--- config.mk ---
export PLATFORM = sky130hd
export DESIGN_NAME = pdua_datapath
export DESIGN_NICKNAME = d
export VERILOG_FILES = /design/src/rtl/pdua_pkg.sv /design/src/rtl/pdua_alu.sv /design/src/rtl/pdua_datapath.sv
export SDC_FILE = /design/constraint.sdc
export NUM_CORES = 2
export LEC_CHECK = 0
export ABC_AREA = 1
export BUFFER_PORTS_ARGS = -buffer_cell sky130_fd_sc_hd__buf_2
export CAP_MARGIN = 20
export CELL_PAD_IN_SITES_DETAIL_PLACEMENT = 0
export CELL_PAD_IN_SITES_GLOBAL_PLACEMENT = 1
export CORE_ASPECT_RATIO = 1.4
export CORE_MARGIN = 5
export CORE_UTILIZATION = 40
export CTS_BUF_LIST = sky130_fd_sc_hd__clkbuf_2 sky130_fd_sc_hd__clkbuf_4 sky130_fd_sc_hd__clkbuf_8
export DETAILED_ROUTE_END_ITERATION = 6
export HOLD_SLACK_MARGIN = 0.06
export MAX_ROUTING_LAYER = met4
export PLACE_DENSITY_LB_ADDON = 0.1
export SYNTH_ARGS = -nofsm -noshare
export SYNTH_HDL_FRONTEND = slang
export SYNTH_HIERARCHICAL = 1
export SYNTH_SLANG_ARGS = --single-unit
--- constraint.sdc ---
create_clock -name clk -period 37.6 [get_ports clk]
set_input_delay 7.52 -clock clk [delete_from_list [all_inputs] [get_ports clk]]
set_output_delay 7.52 -clock clk [all_outputs]
set_load 0.1 [all_outputs]
--- src/rtl/pdua_pkg.sv ---
// Shared encodings and constants for the PDUA datapath.
package pdua_pkg;

    typedef enum logic [2:0] {
        OP_PASSB = 3'b000,
        OP_AND   = 3'b001,
        OP_XOR   = 3'b010,
        OP_OR    = 3'b011,
        OP_ADD   = 3'b100,
        OP_SUB   = 3'b101,
        OP_INCB  = 3'b110,
        OP_NOTB  = 3'b111
    } alu_op_e;

    typedef enum logic [1:0] {
        SH_PASS = 2'b00,
        SH_SLL  = 2'b01,
        SH_SRL  = 2'b10,
        SH_ROR  = 2'b11
    } shamt_e;

    localparam int unsigned PC_IDX   = 0;
    localparam int unsigned A_IDX    = 3;
    localparam int unsigned ACC_IDX  = 7;
    localparam int unsigned PC_RESET = 1;

endpackage

--- src/rtl/pdua_alu.sv ---
// PDUA ALU with optional post-shifter and carry selection.
// Build option: define PDUA_SHIFTER_EN to enable the post-shifter;
// otherwise shamt_i is ignored and the carry comes from the ALU only.
module pdua_alu
    import pdua_pkg::*;
#(
    parameter int unsigned W = 8
) (
    input  logic [W-1:0] a_i,
    input  logic [W-1:0] b_i,
    input  logic [2:0]   selop_i,
    input  logic [1:0]   shamt_i,
    output logic [W-1:0] r_o,
    output logic         c_o
);

    alu_op_e      op;
    logic [W:0]   sum;
    logic         arith;
    logic [W-1:0] alu_res;
    logic         ca;

    assign op = alu_op_e'(selop_i);

    // ALU core; bit W of sum holds carry (add/inc) or borrow (sub)
    always_comb begin
        sum   = '0;
        arith = 1'b0;
        case (op)
            OP_PASSB: sum = {1'b0, b_i};
            OP_AND:   sum = {1'b0, a_i & b_i};
            OP_XOR:   sum = {1'b0, a_i ^ b_i};
            OP_OR:    sum = {1'b0, a_i | b_i};
            OP_ADD: begin
                sum   = {1'b0, a_i} + {1'b0, b_i};
                arith = 1'b1;
            end
            OP_SUB: begin
                sum   = {1'b0, a_i} - {1'b0, b_i};
                arith = 1'b1;
            end
            OP_INCB: begin
                sum   = {1'b0, b_i} + (W+1)'(1);
                arith = 1'b1;
            end
            OP_NOTB:  sum = {1'b0, ~b_i};
        endcase
    end

    assign alu_res = sum[W-1:0];
    assign ca      = arith & sum[W];

`ifdef PDUA_SHIFTER_EN
    // Post-shifter; any active shift overrides the ALU carry
    always_comb begin
        r_o = alu_res;
        c_o = ca;
        case (shamt_e'(shamt_i))
            SH_PASS: ;
            SH_SLL: begin
                r_o = {alu_res[W-2:0], 1'b0};
                c_o = alu_res[W-1];
            end
            SH_SRL: begin
                r_o = {1'b0, alu_res[W-1:1]};
                c_o = alu_res[0];
            end
            SH_ROR: begin
                r_o = {alu_res[0], alu_res[W-1:1]};
                c_o = alu_res[0];
            end
        endcase
    end
`else
    assign r_o = alu_res;
    assign c_o = ca;
    logic unused_shamt;
    assign unused_shamt = ^shamt_i;
`endif

endmodule

--- src/rtl/pdua_datapath.sv ---
// PDUA datapath: register bank, ALU/shifter, flags, IR, MAR, MDR, RAM.
// Build option: PDUA_SHIFTER_EN enables the post-shifter in pdua_alu.
module pdua_datapath
    import pdua_pkg::*;
#(
    parameter int unsigned MAX_WIDTH  = 8,
    parameter int unsigned ADDR_WIDTH = 3
) (
    input  logic                  clk,
    input  logic                  rst,
    input  logic                  wr_rdn,
    input  logic                  enaf,
    input  logic [2:0]            selop,
    input  logic [1:0]            shamt,
    output logic                  C,
    output logic                  N,
    output logic                  P,
    output logic                  Z,
    input  logic                  bank_wr_en,
    input  logic [ADDR_WIDTH-1:0] BusB_addr,
    input  logic [ADDR_WIDTH-1:0] BusC_addr,
    input  logic                  sclr,
    input  logic                  ir_en,
    input  logic                  mar_en,
    input  logic                  mdr_en,
    input  logic                  mdr_alu_n,
    output logic [4:0]            out_IR
);

    localparam int unsigned NREG      = 2**ADDR_WIDTH;
    localparam int unsigned RAM_DEPTH = 2**MAX_WIDTH;

    logic [MAX_WIDTH-1:0] bank_q [NREG];
    logic [MAX_WIDTH-1:0] ram_q  [RAM_DEPTH];
    logic [MAX_WIDTH-1:0] mar_q, mdr_q, ir_q;
    logic                 c_q, n_q, p_q, z_q;

    logic [MAX_WIDTH-1:0] busa, busb, busc, shf_r;
    logic                 shf_c;

    assign busa = bank_q[ADDR_WIDTH'(ACC_IDX)];
    assign busb = bank_q[BusB_addr];
    assign busc = mdr_alu_n ? mdr_q : shf_r;

    pdua_alu #(.W(MAX_WIDTH)) u_alu (
        .a_i     (busa),
        .b_i     (busb),
        .selop_i (selop),
        .shamt_i (shamt),
        .r_o     (shf_r),
        .c_o     (shf_c)
    );

    // Register bank: PC comes out of reset at PC_RESET, rest cleared
    always_ff @(posedge clk or posedge rst) begin
        if (rst) begin
            for (int unsigned i = 0; i < NREG; i++) begin
                bank_q[i] <= '0;
            end
            bank_q[ADDR_WIDTH'(PC_IDX)] <= MAX_WIDTH'(PC_RESET);
        end else if (bank_wr_en) begin
            bank_q[BusC_addr] <= busc;
        end
    end

    // Internal RAM, no reset; write address is the pre-edge MAR
    always_ff @(posedge clk) begin
        if (wr_rdn) begin
            ram_q[mar_q] <= shf_r;
        end
    end

    // IR/MAR/MDR/flags; sclr wins over every individual enable
    always_ff @(posedge clk or posedge rst) begin
        if (rst) begin
            ir_q  <= '0;
            mar_q <= '0;
            mdr_q <= '0;
            {c_q, n_q, p_q, z_q} <= 4'b0000;
        end else if (sclr) begin
            ir_q  <= '0;
            mar_q <= '0;
            mdr_q <= '0;
            {c_q, n_q, p_q, z_q} <= 4'b0000;
        end else begin
            if (ir_en)              ir_q  <= mdr_q;
            if (mar_en)             mar_q <= shf_r;
            if (mdr_en && !wr_rdn)  mdr_q <= ram_q[mar_q];
            if (enaf) begin
                c_q <= shf_c;
                n_q <= shf_r[MAX_WIDTH-1];
                p_q <= ~^shf_r;
                z_q <= (shf_r == '0);
            end
        end
    end

    assign C      = c_q;
    assign N      = n_q;
    assign P      = p_q;
    assign Z      = z_q;
    assign out_IR = ir_q[MAX_WIDTH-1 -: 5];

    logic unused_ir;
    assign unused_ir = ^ir_q[MAX_WIDTH-6:0];

endmodule

==> run_results.csv <==
group,metric,value,unit
timing,fin_crit,12.66,ns
global_route,grt_start_max_net_pins,183,
global_route,grt_remaining_overflow,0,
floorplanning,area_inside_the_core_boundary,0.225,mm2
job,max_cap_viol_count,0,
synth,synth_adder_area_share,0.543,%
timing,timing.final.setup_violations,0,
cells_and_area,areaGrowthSynthToFinish,10.6,%
drt,finalWirelength,261000,um
synth,count_of_synthesis_stage_warnings_from_yosys,6,
worst_setup_path,crit_start,"BusB_addr[0]",
clocking,cts.hold.buffers_added,0,
clocking,cts_setup_buffers,0,
global_route,via_count_of_the_first_global_routing_pass,58300,
worst_setup_path,worst_ep_required_time,38.19,ns
synth,synthMuxAreaShare,0.486,%
synth,postSynth.asyncResetShare,4.16,%
synth,yosysUniqueCellTypes,42,
synth,synth_enable_flop_cells,2048,
pwr,ir_drop,0.0412,mV
synth,synth_simple_gate_area_share,23.6,%
timing,setup-tns-final,0,ns
floorplanning,floorplan.initialDensity,40.2,%
timing,max_slew_margin,21.6,%
cells_and_area,num-nets-final,8798,
worst_setup_path,reg2reg_from,"busa[1]$_DFFE_PP0P_",
min_path,timing.hold.worst.class,"reg -> reg",
synth,synth_top_family_by_area,"simple AND/OR/NAND/NOR gates",
timing,finalHoldViolations,0,
synth,synth_area_per_cell,10.4,um2
drt,ant_nets,0,
pwr,leakage,39.7,nW
timing,period_utilisation_layout,33.7,%
drt,drt-initial-drc-count,4467,
global_route,grt_pass1_wl,383000,um
clocking,clk_pin_slew_worst_paths,0.06,ns
synth,xor_xnor_cell_area_share_of_the_yosys_netlist,0.0291,%
place,finalWeightedCongestion,0.845,
place,dp_slack,23.95,ns
clocking,clk_root_buffer_cell,"sky130_fd_sc_hd__clkbuf_8",
drt,drc,0,
clocking,cts_resized,0,
drt,drt_first_pass_iters,5,
timing,fmaxAchievable,79.0,MHz
drt,met2_wirelength,131000,um
timing,drv_slew,0,
worst_setup_path,timing.critical_path.to,"ram_q[66][5]$_DFFE_PP_",
synth,post_synth_top_cells,"sky130_fd_sc_hd__nand2_1, sky130_fd_sc_hd__edfxtp_1, sky130_fd_sc_hd__nor2_1",
cells_and_area,final_design_area_no_fill,0.0998,mm2
drt,detailed_route_wire_length_per_cell,21.7,um
pwr,post-layout-total-power,5.89,mW
global_route,grt.total_usage,22.5,%
synth,synth_compound_area_share,1.93,%
clocking,h-tree-depth,5,
clocking,tritoncts.num_buffers,348,
worst_setup_path,critical_path.max_fanout,60,
clocking,worst_skew_pair.late_latency,0.96,ns
worst_setup_path,regToRegSetupSlack,31.91,ns
synth,syn_area,0.0903,mm2
clocking,clk_path_buf_depth,4,
timing,unrepaired_setup_endpoints_after_global_routing,"no",
timing,clock_skew,0.0791,ns
clocking,clock_tree_from_tritoncts,"done",
synth,synthDominantAreaCellType,"sky130_fd_sc_hd__edfxtp_1",
synth,synth_top_flop_cell,"sky130_fd_sc_hd__edfxtp_1",
worst_setup_path,setup.worst_path.class,"in -> reg",
global_route,initial_antenna_violation_count,9,
drt,vias,59500,
worst_setup_path,worst_path_max_delay_cell,"sky130_fd_sc_hd__buf_4",
synth,synth.most_common_cell,"sky130_fd_sc_hd__nand2_1",
floorplanning,fp-row-count,206,
synth,netlist.area_leader.share,68.1,%
synth,syn-instance-count,8705,
worst_setup_path,worst-r2r-cell-count,14,
floorplanning,io_pins,30,
drt,top_layer_used,"met4",
worst_setup_path,crit_path_cell_trace,"buf_2 -> inv_1 -> buf_4 -> nor2_1 -> o21ai_0 -> a21oi_1 -> a31oi_1 -> inv_1 -> ha_1 -> o21ai_0 -> nand3b_1 -> nand3_1 -> nand3_1 -> nand4_1 -> buf_4 -> buf_4 -> buf_4",
synth,synthesis_stage_register_bit_count,2137,
drt,wirelength_met1,110000,um
synth,synth_area_leaders,"sky130_fd_sc_hd__edfxtp_1, sky130_fd_sc_hd__nand2_1, sky130_fd_sc_hd__dfrtp_1",
floorplanning,die_width,412,um
clocking,tritoncts_num_sinks,2137,
place,postPlaceCellArea,0.0932,mm2
drt,drt-vias-per-instance,4.95,
worst_setup_path,worstSetupStartpointType,"input port",
worst_setup_path,max_stage_delay,0.75,ns
worst_setup_path,critPathMostFrequentCell,"sky130_fd_sc_hd__buf_4",
outcome,run_status,"completed",
place,io_buffers,27,
drt,wl_met3,12200,um
worst_setup_path,crit_path_end_kind,"flop",
floorplanning,die_area,0.235,mm2
timing,tightest_slew,1.17,ns
place,detailedPlacementHpwl,148000,um
floorplanning,die_y,572,um
synth,synth_fp_nets,8764,
cells_and_area,drive_gt1_share,7.93,%
worst_setup_path,reg2reg_to,"ram_q[66][5]$_DFFE_PP_",
timing,final_critical_path_setup_slack,24.94,ns
worst_setup_path,timing.critical_path.arrival,13.25,ns
pwr,p_per_area,59.0,mW/mm2
synth,share_of_synthesized_area_occupied_by_flip_flops_and_latches,70.6,%
==> per-layer routing <==
| layer | GRT usage [%] | vias to the layer above |
|---|---|---|
| li1 | - | 28700 |
| met4 | 6.76 | 0 |
| met5 | - | - |
| met1 | 28.0 | 29000 |
| met2 | 38.6 | 1375 |
| met3 | 2.79 | 421 |
==> cells by family (layout without fill, tap and decap cells) <==
| family | count (synthesis) | in the layout |
|---|---|---|
| and+or+nand+nor | 5570 | 5570 |
| DFF | 2137 | 2137 |
| buffers and inverters | 580 | 870 |
| AOI/OAI and AO/OA | 338 | 338 |
| muxes | 39 | 39 |
| adders and majority gates | 38 | 38 |
| xor gates and xnor gates | 3 | 3 |
| other | 0 | 4 |
==> critical path: cells and delay by family <==
kind                       cells  cell delay (ns)
AOI/OAI and AO/OA              4             1.42
adders and majority gates      1             0.37
buffers and inverters          7             3.29
and+or+nand+nor                5             0.48
==> cell type report <==
type / count / area, um2
Inverter: 143 / 581
Clock buffer: 462 / 5730
Antenna cell: 4 / 10.0
Sequential cell: 2137 / 63700
Timing Repair Buffer: 121 / 1010
Tap cell: 3016 / 3770
Multi-Input combinational cell: 5988 / 24200
Fill cell: 21400 / 125000
Clock inverter: 144 / 852
==> placed cells by master, fill, tap and decap left out, drive strengths merged, types with 7 or more instances in the layout <==
master and count:
nand3 270, nor2 402, bufinv 9, o211ai 7, nor3 7, a31oi 8, clkbuf 462, o22ai 9
o21ai 250, dfrtp 88, inv 141, buf 121, mux2 39, nand2 4877, clkinvlp 8, a21oi 60
clkinv 129, edfxtp 2048, ha 36
==> metrics by stage <==
step	util [%]	hold WS [ns]	std cells
CTS	44.4	0.486	12000
global placement	41.5	0.465	11400
global route	44.4	0.503	12000
floorplan	-	0.449	8705
finish	44.4	0.476	12000
detailed placement	41.5	0.470	11400
==> sequential cells by signal, indices dropped and copies added, names as in the netlist <==
register	count
N	1
P	1
C	1
mar_q	8
ir_q	5
Z	1
ram_q	2048
busa	8
mdr_q	8
bank_q	56
==> worst min path at each step <==
stage,from,to,slack [ns],depth (start not counted)
after floorplan,mdr_q[0]$_DFFE_PP0P_,mdr_q[0]$_DFFE_PP0P_,0.45,2
after global placement,C$_DFFE_PP0P_,C$_DFFE_PP0P_,0.46,2
after detailed placement,Z$_DFFE_PP0P_,Z$_DFFE_PP0P_,0.47,2
after CTS,Z$_DFFE_PP0P_,Z$_DFFE_PP0P_,0.49,2
after global routing,C$_DFFE_PP0P_,C$_DFFE_PP0P_,0.50,2
final,C$_DFFE_PP0P_,C$_DFFE_PP0P_,0.48,2
==> power by group <==
part           total [mW]  internal, mW  switching (mW)
Clock                1.96          1.05           0.916
Sequential           2.88          2.86          0.0218
Combinational        1.04         0.203           0.840
Total                5.89          4.11            1.78
No activity file was read; power rests on OpenSTA's default activity.
